## src/rtl/sprite_pkg.sv

```systemverilog
// sprite_pkg: shared definitions for the sprite table DMA.
//   - sprite geometry constants
//   - descriptor field positions and the packed descriptor struct
//   - DMA state encoding
package sprite_pkg;

  localparam int SPRITE_NUM    = 8;
  localparam int SPRITE_WIDTH  = 30;
  localparam int SPRITE_HEIGHT = 50;

  // Descriptor field bit positions
  localparam int X_MSB      = 31;
  localparam int X_LSB      = 22;
  localparam int Y_MSB      = 21;
  localparam int Y_LSB      = 12;
  localparam int HIDE_BIT   = 11;
  localparam int STATUS_MSB = 8;
  localparam int STATUS_LSB = 7;
  localparam int POSE_MSB   = 6;
  localparam int POSE_LSB   = 0;

  // x value beyond the 640-pixel line, so the renderer draws nothing
  localparam logic [9:0] X_OFFSCREEN = 10'h3FF;

  typedef struct packed {
    logic [9:0] x;
    logic [9:0] y;
    logic       hide;
    logic [1:0] rsvd;
    logic [1:0] status;
    logic [6:0] pose;
  } sprite_desc_t;

  typedef enum logic [2:0] {
    ST_IDLE    = 3'd0,
    ST_RD_REQ  = 3'd1,
    ST_RD_WAIT = 3'd2,
    ST_WR_REQ  = 3'd3,
    ST_DONE    = 3'd4
  } dma_state_t;

endpackage

```

## src/rtl/sprite_desc_mask.sv

```systemverilog
// sprite_desc_mask: combinational hide rule for one descriptor word.
//   i_word : descriptor as read from source RAM
//   o_word : descriptor to write to the renderer; hidden sprites get
//            x = 10'h3FF and the hide bit cleared, other bits untouched.
module sprite_desc_mask
  import sprite_pkg::*;
(
  input  logic [31:0] i_word,
  output logic [31:0] o_word
);

  sprite_desc_t w_in;
  sprite_desc_t w_out;

  assign w_in = i_word;

  // Move hidden sprites off-screen; the renderer has no hide bit of its own
  always_comb begin
    w_out = w_in;
    if (w_in.hide) begin
      w_out.x    = X_OFFSCREEN;
      w_out.hide = 1'b0;
    end else begin
      w_out = w_in;
    end
  end

  assign o_word = w_out;

endmodule

```

## src/rtl/sprite_table_dma.sv

```systemverilog
// sprite_table_dma: per-frame copy of SPRITE_NUM descriptors from source
// RAM to the sprite renderer register file over Avalon-MM.
//   CLK, RESET_N         : clock, asynchronous active-low reset
//   frame_start, enable  : start pulse and its qualifier
//   M_*                  : Avalon-MM master (word addressing)
//   busy                 : high from the first request through DONE
//   done                 : one-cycle pulse after the last write is accepted
//   overrun, overrun_clr : sticky flag for a start request while busy, and its clear
module sprite_table_dma
#(
  parameter int                ADDR_W     = 16,
  parameter logic [ADDR_W-1:0] SRC_BASE   = 16'h0100,
  parameter logic [ADDR_W-1:0] DST_BASE   = 16'h0000,
  parameter int                SPRITE_NUM = 8
)(
  input  logic              CLK,
  input  logic              RESET_N,
  input  logic              frame_start,
  input  logic              enable,
  output logic [ADDR_W-1:0] M_ADDRESS,
  output logic              M_READ,
  output logic              M_WRITE,
  output logic [3:0]        M_BYTEENABLE,
  output logic [31:0]       M_WRITEDATA,
  input  logic [31:0]       M_READDATA,
  input  logic              M_READDATAVALID,
  input  logic              M_WAITREQUEST,
  output logic              busy,
  output logic              done,
  output logic              overrun,
  input  logic              overrun_clr
);
  import sprite_pkg::dma_state_t;
  import sprite_pkg::ST_IDLE;
  import sprite_pkg::ST_RD_REQ;
  import sprite_pkg::ST_RD_WAIT;
  import sprite_pkg::ST_WR_REQ;
  import sprite_pkg::ST_DONE;

  localparam logic [2:0] LAST_IDX = 3'(SPRITE_NUM - 1);

  dma_state_t        r_state;
  logic [2:0]        r_idx;
  logic [ADDR_W-1:0] r_addr;
  logic              r_read;
  logic              r_write;
  logic [31:0]       r_wdata;
  logic              r_busy;
  logic              r_done;
  logic              r_overrun;
  logic [31:0]       w_masked;
  logic [2:0]        w_idx_inc;
  logic              w_start;

  assign w_idx_inc = r_idx + 3'd1;
  assign w_start   = frame_start & enable;

  sprite_desc_mask u_mask (
    .i_word (M_READDATA),
    .o_word (w_masked)
  );

  // Transfer sequencer; all bus outputs are registered so address and data
  // only change on state transitions and stay put while the slave stalls
  always_ff @(posedge CLK or negedge RESET_N) begin
    if (!RESET_N) begin
      r_state <= ST_IDLE;
      r_idx   <= 3'd0;
      r_addr  <= '0;
      r_read  <= 1'b0;
      r_write <= 1'b0;
      r_wdata <= 32'd0;
      r_busy  <= 1'b0;
      r_done  <= 1'b0;
    end else begin
      case (r_state)
        ST_IDLE: begin
          if (w_start) begin
            r_idx   <= 3'd0;
            r_addr  <= SRC_BASE;
            r_read  <= 1'b1;
            r_busy  <= 1'b1;
            r_state <= ST_RD_REQ;
          end else begin
            r_state <= ST_IDLE;
          end
        end
        ST_RD_REQ: begin
          if (!M_WAITREQUEST) begin
            r_read  <= 1'b0;
            r_state <= ST_RD_WAIT;
          end else begin
            r_state <= ST_RD_REQ;
          end
        end
        ST_RD_WAIT: begin
          if (M_READDATAVALID) begin
            r_wdata <= w_masked;
            r_addr  <= DST_BASE + ADDR_W'(r_idx);
            r_write <= 1'b1;
            r_state <= ST_WR_REQ;
          end else begin
            r_state <= ST_RD_WAIT;
          end
        end
        ST_WR_REQ: begin
          if (!M_WAITREQUEST) begin
            r_write <= 1'b0;
            if (r_idx == LAST_IDX) begin
              r_done  <= 1'b1;
              r_state <= ST_DONE;
            end else begin
              r_idx   <= w_idx_inc;
              r_addr  <= SRC_BASE + ADDR_W'(w_idx_inc);
              r_read  <= 1'b1;
              r_state <= ST_RD_REQ;
            end
          end else begin
            r_state <= ST_WR_REQ;
          end
        end
        ST_DONE: begin
          r_done  <= 1'b0;
          r_busy  <= 1'b0;
          r_state <= ST_IDLE;
        end
        default: begin
          r_read  <= 1'b0;
          r_write <= 1'b0;
          r_busy  <= 1'b0;
          r_done  <= 1'b0;
          r_state <= ST_IDLE;
        end
      endcase
    end
  end

  // Sticky overrun flag; a new overrun beats a simultaneous clear
  always_ff @(posedge CLK or negedge RESET_N) begin
    if (!RESET_N) begin
      r_overrun <= 1'b0;
    end else if (w_start && r_busy) begin
      r_overrun <= 1'b1;
    end else if (overrun_clr) begin
      r_overrun <= 1'b0;
    end else begin
      r_overrun <= r_overrun;
    end
  end

  assign M_ADDRESS    = r_addr;
  assign M_READ       = r_read;
  assign M_WRITE      = r_write;
  assign M_BYTEENABLE = 4'b1111;
  assign M_WRITEDATA  = r_wdata;
  assign busy         = r_busy;
  assign done         = r_done;
  assign overrun      = r_overrun;

endmodule

```

## config.mk

```make
export PLATFORM = sky130hd
export DESIGN_NAME = sprite_table_dma
export DESIGN_NICKNAME = d
export VERILOG_FILES = /design/src/rtl/sprite_pkg.sv /design/src/rtl/sprite_desc_mask.sv /design/src/rtl/sprite_table_dma.sv
export SDC_FILE = /design/constraint.sdc
export NUM_CORES = 1
export LEC_CHECK = 0
export BUFFER_PORTS_ARGS = -buffer_cell sky130_fd_sc_hd__buf_2
export CAP_MARGIN = 20
export CORE_UTILIZATION = 35
export DETAILED_ROUTE_END_ITERATION = 16
export MAX_ROUTING_LAYER = met4
export PLACE_DENSITY = 0.64
export SYNTH_ARGS = -nofsm -noshare
export SYNTH_HDL_FRONTEND = slang
export SYNTH_HIERARCHICAL = 1
export SYNTH_SLANG_ARGS = --single-unit
```

## constraint.sdc

```tcl
create_clock -name CLK -period 1.5 [get_ports CLK]
set_clock_uncertainty 0.05 [all_clocks]
set_input_delay 0.075 -clock CLK [delete_from_list [all_inputs] [get_ports CLK]]
set_output_delay 0.075 -clock CLK [all_outputs]
set_load 0.02 [all_outputs]
```

==> results of run 1 <==
## routing by layer
| metal | GRT usage (%) | vias to the layer above |
|---|---|---|
| met5 | - | - |
| met4 | 3.29 | 0 |
| met3 | 3.38 | 2 |
| met2 | 23.6 | 56 |
| met1 | 17.8 | 795 |
| li1 | - | 770 |
## stage by stage
step	instance area [um2]	power, mW	TNS [ns]	instances	hold WS [ns]
after global placement	2780	5.13	-0.417	328	0.0309
after global routing	3310	6.79	-1.10	368	0.0251
after detailed placement	2780	5.20	-0.647	328	0.0308
final	3310	6.40	-0.624	368	0.0369
after CTS	3220	6.29	-0.739	364	0.0230
after floorplan	2470	4.30	-0.964	198	-0.271
## power breakdown
group          leakage (nW)  total (mW)  internal, mW  switching (mW)
Clock                0.0515       0.835         0.421           0.414
Combinational          1.03        3.40          1.81            1.59
Sequential            0.542        2.16          1.84           0.329
Total                  1.63        6.40          4.07            2.33
## worst register-to-register path: cells and delay by family, from the launching register on
family                   cells  cell delay (ns)
multiplexers                 1             0.26
adder cells (fa/ha/maj)      2             0.35
flip-flops                   1             0.39
AND/OR/NAND/NOR              2             0.26
AO/OA/AOI/OAI                1             0.22
## registers in the layout (all words and copies together), names as in the netlist, 3 cells and up
name	count
M_ADDRESS	4
M_WRITEDATA	32
r_idx	3
r_state	3
## final cells by class
| cell class | instances | area [um2] |
|---|---|---|
| well taps | 77 | 96.3 |
| clock buffers | 8 | 100 |
| inverters | 3 | 11.3 |
| flip-flops and latches | 47 | 1180 |
| fillers | 572 | 3040 |
| repair buffers | 129 | 935 |
| multi-input cells | 104 | 995 |
## worst max-delay path by stage
stage,start,endpoint,cells after the start
floorplan,r_idx[0],r_idx[0],6
global placement,r_idx[1],r_idx[0],6
detailed placement,r_idx[1],r_idx[0],6
CTS,r_idx[1],r_idx[0],6
global route,r_idx[1],r_idx[0],6
finish,r_idx[1],r_idx[0],6
## cells in the final DEF, fill, tap and decap left out, types with 4 or more instances in the layout
| cell | instances |
|---|---|
| conb_1 | 17 |
| dfrtp_1 | 46 |
| buf_4 | 18 |
| dlygate4sd3_1 | 23 |
| nor2_1 | 4 |
| mux2_4 | 32 |
| a21oi_1 | 4 |
| or2_1 | 10 |
| buf_2 | 79 |
| clkbuf_8 | 7 |
## logic make-up (layout without fill, tap and decap cells)
group	Yosys count	after routing	synth area share, %
flip-flops	47	47	51.3
buffers and inverters	47	140	15.9
multiplexers	35	35	17.1
AND/OR/NAND/NOR	30	30	7.97
AO/OA/AOI/OAI	18	18	5.46
other	3	17	0.491
adder cells (fa/ha/maj)	2	2	1.09
XOR/XNOR	2	2	0.764
## timing repair
| item | in CTS | in global routing |
|---|---|---|
| pin swaps | 10 | 9 |
| hold buffers | 23 | 0 |
| setup buffers | 4 | 3 |
| setup endpoints to repair | 26 | 39 |
| hold endpoints to repair | 69 | 0 |
| gates resized for setup | 10 | 14 |
| cloned | 2 | 1 |
==> results.json, run 1 <==
{
  "status": "finished with violations",
  "violations": "negative setup slack",
  "grt_usage_pct": 14.3,
  "antenna_found_initial": 0,
  "vias": 1623,
  "syn_avg_cell_area_um2": 12.5,
  "cts-htree-levels": 2,
  "dp_hpwl_um": 3040,
  "cts_tree": "yes",
  "post-route-util_pct": 52.2,
  "criticalPathCategory": "flop to flop",
  "power_leakage_nw": 1.63,
  "core_region_area_um2": 6350,
  "cp.required_ns": 1.64,
  "wl_met2_um": 2350,
  "synth_commonest_cells": "dfrtp_1 (47), buf_4 (38), mux2_2 (33), or2_1 (10), nor2_1 (7)",
  "ys_top_cells_by_area": "dfrtp_1 (51%), mux2_2 (16%), buf_4 (12%), buf_6 (2.9%), or2_1 (2.7%)",
  "maxCapViolCount": 0,
  "cts_made_buffers": 5,
  "cp_max_fo": 5,
  "clock-sinks": 47,
  "initial_core_util_pct": 36.1,
  "gp_congestion": 0.736,
  "grt_pass1_vias": 1597,
  "r2r_start": "r_idx[1]",
  "portBuffers": 79,
  "drtAntennaViolNets": 0,
  "clk_pin_slew_ns": 0.09,
  "grt_overflow": 0,
  "fin_nets": 331,
  "critPathCaptureType": "flop",
  "rsz0062_at_grt": "yes",
  "clkLatencyLatePin_ns": 0.29,
  "rows": 29,
  "die_x_um": 83.0,
  "ys_types": 27,
  "met1Wirelength_um": 2150,
  "grt_pass1_wl_um": 7560,
  "async_reset_ff_share_pct": 100,
  "setup_violations": 9,
  "crit_buf_inv": 0,
  "route.detailed.drc": 0,
  "clock_path_buffers": 2,
  "hold_viol": 0,
  "highest_layer": "met4",
  "netlist_area_um2": 2290,
  "power.density_nw_per_um2": 1930,
  "critPathLaunchType": "flop",
  "place_ws_ns": -0.129,
  "cp_top_family": "flip-flops",
  "cpMaxStageDelayCell": "dfrtp_1",
  "hold_depth": 3,
  "die_h_um": 83.0,
  "die_area_um2": 6880,
  "clock-root-buffer": "clkbuf_8",
  "syn_inst": 184,
  "synth_sequential_area_ratio_pct": 51.3,
  "n_antenna_cell": 0,
  "synth_area_leader_cell": "dfrtp_1",
  "ir_drop_v": 0.000938,
  "worstHoldEndpoint": "M_WRITEDATA[27]",
  "vias_per_cell": 4.41,
  "synth_flop_cell": "dfrtp_1",
  "timing.reg2reg.setup_slack_ns": -0.14,
  "synth-seq-cells": 47,
  "syn_to_final_growth_pct": 44.5,
  "synth-edff-count": 0,
  "wire_per_inst_um": 12.8,
  "drtIter0Drc": 37,
  "hp-start": "M_READDATA[27]",
  "drt-pass1-iter-count": 4,
  "post-route-min-period_ns": 1.64,
  "drv_slew": 0,
  "slowest_delay_ns": 0.39,
  "cp.arrival_ns": 1.77,
  "io_pins": 96,
  "fin_crit_sh_pct": 109,
  "r2r-end": "r_idx[0]",
  "grt_max_degree": 48,
  "ys_warn_count": 6,
  "drive_above_1_share_pct": 57.7,
  "netlist.area_leader.share_pct": 51.3,
  "reg2regPathDepth": 6,
  "hp-class": "primary input to flop",
  "setup_ws_ns": -0.139,
  "fmax_mhz": 610,
  "routed_wl_um": 4730,
  "path_cells": "ha_2 > ha_4 > and2b_2 > nand2_1 > a21o_2 > mux2_4",
  "synth.most_common_cell": "dfrtp_1",
  "wl_met3_um": 210
}
(Power assumes the default switching activity.)
==> run 2: changes to the inputs <==
Clock period 1.5 ns to 1.35 ns, I/O delays scaled along.
==> results.json, run 2 (synthesis gave the netlist of run 1 again) <==
{
  "final_cell_mix": "buf_2 (79), dfrtp_1 (46), mux2_4 (33)",
  "crit_start": "r_idx[1]",
  "rsz0062_at_grt": "yes",
  "gp_congestion": 0.794,
  "endpoint": "r_idx[0]",
  "cp_max_fo": 5,
  "route.detailed.drc": 0,
  "setup_ws_ns": -0.286,
  "vias": 1614,
  "cts_made_buffers": 5,
  "die_x_um": 83.0,
  "critPathCaptureType": "flop",
  "grt_overflow": 0,
  "cts-htree-levels": 2,
  "clock-root-buffer": "clkbuf_8",
  "cp.arrival_ns": 1.77,
  "post-route-util_pct": 51.6,
  "criticalPathCategory": "flop to flop",
  "post-route-min-period_ns": 1.64,
  "maxCapViolCount": 0,
  "die_area_um2": 6880,
  "r2r-end": "r_idx[0]",
  "critPathLaunchType": "flop",
  "violations": "negative setup slack",
  "status": "finished with violations",
  "grt_max_degree": 48,
  "grt_pass1_vias": 1634,
  "ir_drop_v": 0.00110,
  "final_common_cell": "buf_2",
  "clock_path_buffers": 2,
  "power.density_nw_per_um2": 2150,
  "reg2regPathDepth": 6,
  "initial_core_util_pct": 36.1,
  "crit_buf_inv": 0,
  "wire_per_inst_um": 13.3,
  "portBuffers": 79,
  "cp.depth": 6,
  "io_pins": 96,
  "grt_pass1_wl_um": 7780,
  "dp_hpwl_um": 2930,
  "cpMaxStageDelayCell": "dfrtp_1",
  "drive_above_1_share_pct": 58.5,
  "hold_viol": 0,
  "slowest_delay_ns": 0.39,
  "largest_register_ffs": 32,
  "vias_per_cell": 4.41,
  "cts_tree": "yes",
  "fmax_mhz": 611,
  "drtAntennaViolNets": 0,
  "die_h_um": 83.0,
  "routed_wl_um": 4890,
  "cp_top_family": "flip-flops",
  "grt_usage_pct": 14.5,
  "cp.required_ns": 1.49,
  "power_leakage_nw": 1.61,
  "clkLatencyLatePin_ns": 0.29,
  "path_cells": "ha_2 > ha_4 > and2b_2 > nand2_1 > a21o_2 > mux2_4",
  "hp-class": "primary input to flop",
  "antenna_found_initial": 0,
  "n_antenna_cell": 0,
  "drv_slew": 0,
  "fin_nets": 329,
  "timing.reg2reg.setup_slack_ns": -0.29,
  "drtIter0Drc": 28,
  "drt-pass1-iter-count": 4,
  "setup_violations": 35,
  "finalPower_mw": 7.04,
  "r2r_start": "r_idx[1]",
  "clock-sinks": 47,
  "core_region_area_um2": 6350,
  "fin_crit_sh_pct": 121,
  "rows": 29,
  "syn_to_final_growth_pct": 42.9,
  "clk_pin_slew_ns": 0.09
}
-- run 2: timing repair --
action                                  in CTS  in global routing
resized for setup                           10                  8
buffers inserted                             3                  1
gates cloned                                 1                  3
hold buffers                                23                  0
endpoints found under the setup margin      42                 42
endpoints found under the hold margin       69                  0
pin swaps                                    9                  8
-- run 2: how the worst min path moves through the flow --
stage / from / endpoint / slack, ns / cells after the start
floorplan: RESET_N / M_ADDRESS[0] / -0.28 / 0
global placement: RESET_N / M_WRITEDATA[10] / 0.02 / 2
detailed placement: RESET_N / M_WRITEDATA[4] / 0.03 / 2
CTS: M_READDATA[28] / M_WRITEDATA[28] / 0.02 / 3
global route: M_READDATA[29] / M_WRITEDATA[29] / 0.02 / 3
finish: M_READDATA[29] / M_WRITEDATA[29] / 0.03 / 3
-- run 2: final cells by class --
| cell class | instances | area (um2) |
|---|---|---|
| fill | 556 | 3070 |
| sequential | 47 | 1180 |
| multi-input combinational | 104 | 1000 |
| timing repair buffer | 127 | 905 |
| tap | 77 | 96.3 |
| clock buffer | 5 | 68.8 |
| clock inverter | 3 | 15.0 |
| inverter | 3 | 11.3 |
-- run 2: power by group --
| group | switching (mW) | internal (mW) |
|---|---|---|
| Combinational | 1.79 | 2.01 |
| Sequential | 0.386 | 2.04 |
| Clock | 0.468 | 0.355 |
| Total | 2.64 | 4.41 |
-- run 2: metrics by stage --
step | std cells | setup slack [ns] | hold slack (ns) | TNS, ns | cell area, um2
after floorplan | 198 | -0.249 | -0.278 | -7.87 | 2490
after global placement | 328 | -0.245 | 0.0229 | -5.97 | 2810
after detailed placement | 328 | -0.280 | 0.0266 | -6.18 | 2810
after CTS | 363 | -0.287 | 0.0195 | -6.45 | 3210
after global routing | 366 | -0.334 | 0.0190 | -6.78 | 3280
final | 366 | -0.286 | 0.0292 | -4.30 | 3280
-- run 2: worst min-delay path, stage by stage --
cell and delay, ns:
buf_2 0.07, or2_1 0.08, mux2_4 0.13
-- run 2: routing by layer --
layer / GRT usage [%] / vias up / share of wire, %
met5: - / - / 0
met1: 19.3 / 788 / 46
met4: 3.29 / 0 / 0.61
met3: 3.08 / 4 / 4.4
li1: - / 763 / -
met2: 23.0 / 59 / 49
==> run 3: changes to the inputs <==
Settings changed: CELL_PAD_IN_SITES_DETAIL_PLACEMENT set to 0, CELL_PAD_IN_SITES_GLOBAL_PLACEMENT set to 1, CORE_UTILIZATION 35 to 33, PLACE_DENSITY 0.64 to 0.76, TNS_END_PERCENT set to 50.
==> results.json, run 3 (synthesis gave the netlist of run 1 again) <==
{
  "wire_per_inst_um": 13.8,
  "drive_above_1_share_pct": 58.0,
  "drtAntennaViolNets": 0,
  "critPathLaunchType": "flop",
  "clock_path_buffers": 2,
  "antenna_found_initial": 0,
  "power_leakage_nw": 1.61,
  "largest_register_ffs": 32,
  "hold_viol": 0,
  "rsz0062_at_grt": "yes",
  "vias": 1637,
  "routed_wl_um": 5090,
  "die_area_um2": 7290,
  "fin_crit_sh_pct": 122,
  "setup_tns_ns": -6.11,
  "core_region_area_um2": 6760,
  "cp.arrival_ns": 1.79,
  "grt_util_met1_pct": 14.6,
  "clk_pin_slew_ns": 0.09,
  "status": "finished with violations",
  "clock-root-buffer": "clkbuf_8",
  "final_common_cell": "buf_2",
  "route.detailed.drc": 0,
  "met2_usage_pct": 23.2,
  "dp_hpwl_um": 2980,
  "cp.required_ns": 1.48,
  "fin_nets": 328,
  "cts_tree": "yes",
  "drv_slew": 0,
  "initial_core_util_pct": 33.9,
  "syn_to_final_growth_pct": 43.8,
  "final_cell_mix": "buf_2 (79), dfrtp_1 (45), mux2_4 (32)",
  "vias_per_cell": 4.45,
  "portBuffers": 79,
  "critPathCaptureType": "flop",
  "top_usage_layer": "met2",
  "maxCapViolCount": 0,
  "n_antenna_cell": 0,
  "clock-sinks": 47,
  "hp-class": "primary input to flop",
  "grt_pass1_vias": 1579,
  "grt_pass1_wl_um": 7290,
  "p_int_mw": 4.47,
  "violations": "negative setup slack",
  "finalPower_mw": 7.11,
  "cp_max_fo": 5,
  "sw_frac_of_total_pct": 37.1,
  "io_pins": 96,
  "drt-pass1-iter-count": 6,
  "grt_usage_pct": 13.3,
  "die_h_um": 85.4,
  "p_clk_share_pct": 12.9,
  "p_switching_mw": 2.64,
  "ir_drop_v": 0.00105,
  "rows": 30,
  "drtIter0Drc": 33,
  "fmax_mhz": 605,
  "criticalPathCategory": "flop to flop",
  "die_x_um": 85.4,
  "grtUsageMet3_pct": 3.89,
  "clkLatencyLatePin_ns": 0.29,
  "comb_power_share_pct": 52.9,
  "grt_max_degree": 48,
  "seqPwrFrac_pct": 34.2,
  "setup_violations": 41,
  "post-route-min-period_ns": 1.65,
  "power.density_nw_per_um2": 2160,
  "cts_made_buffers": 5,
  "setup_ws_ns": -0.303,
  "gp_congestion": 0.848,
  "grt_overflow": 0,
  "cts-htree-levels": 2
}
==> run 3: metal layers <==
layer	up-vias	wire length, um
met5	-	0
met4	0	80
met3	7	266
met2	55	2590
met1	810	2150
li1	765	-
==> run 3: layout make-up <==
type / count / area (um2)
fill: 611 / 3460
sequential: 47 / 1180
multi-input combinational: 104 / 1000
timing repair buffer: 126 / 902
clock buffer: 8 / 100
tap: 80 / 100
inverter: 3 / 11.3
==> run 3: final timing paths <==
path,from,end,slack [ns],depth (start not counted)
min,M_READDATA[22],M_WRITEDATA[22],0.03,3
min reg2reg,M_ADDRESS[8],M_ADDRESS[8],0.44,1
max,r_idx[1],r_idx[0],-0.30,6
min in group asynchronous,RESET_N,r_state[1],0.24,3
max in group asynchronous,RESET_N,M_WRITEDATA[17],0.78,3
max reg2reg,r_idx[1],r_idx[0],-0.30,6
==> run 3: what timing repair did <==
| item | CTS | global route |
|---|---|---|
| hold buffers | 23 | 0 |
| pin swaps | 4 | 7 |
| buffers inserted | 0 | 2 |
| cloned | 0 | 3 |
| resized for setup | 1 | 34 |
| hold endpoints to repair | 69 | 0 |
| endpoints found under the setup margin | 41 | 43 |
==> run 3: stage by stage <==
| stage | setup slack, ns | instance area (um2) | instances | util, % | hold WS, ns |
|---|---|---|---|---|---|
| 6_report | -0.303 | 3300 | 368 | 48.8 | 0.0331 |
| 5_1_grt | -0.337 | 3300 | 368 | 48.8 | 0.0316 |
| 4_1_cts | -0.301 | 3080 | 364 | 45.6 | 0.0188 |
| 3_5_place_dp | -0.285 | 2750 | 333 | 40.6 | 0.0287 |
| 3_3_place_gp | -0.251 | 2750 | 333 | 40.6 | 0.0242 |
| 2_1_floorplan | -0.249 | 2430 | 198 | - | -0.278 |
==> run 3: worst max-delay path, cell delays in order (launching register included) <==
cell     delay, ns
dfrtp_1       0.40
ha_2          0.19
ha_4          0.16
and2b_2       0.21
nand2_2       0.05
a21o_4        0.23
mux2_4        0.26
==> run 3: power groups by stage <==
| stage | sequential [mW] | clock [mW] | combinational [mW] |
|---|---|---|---|
| after floorplan | 3.07 | 0 | 1.57 |
| after global placement | 2.40 | 0 | 3.16 |
| after detailed placement | 2.41 | 0 | 3.19 |
| after CTS | 2.40 | 0.954 | 3.25 |
| after global routing | 2.51 | 1.01 | 4.03 |
| final | 2.43 | 0.916 | 3.76 |
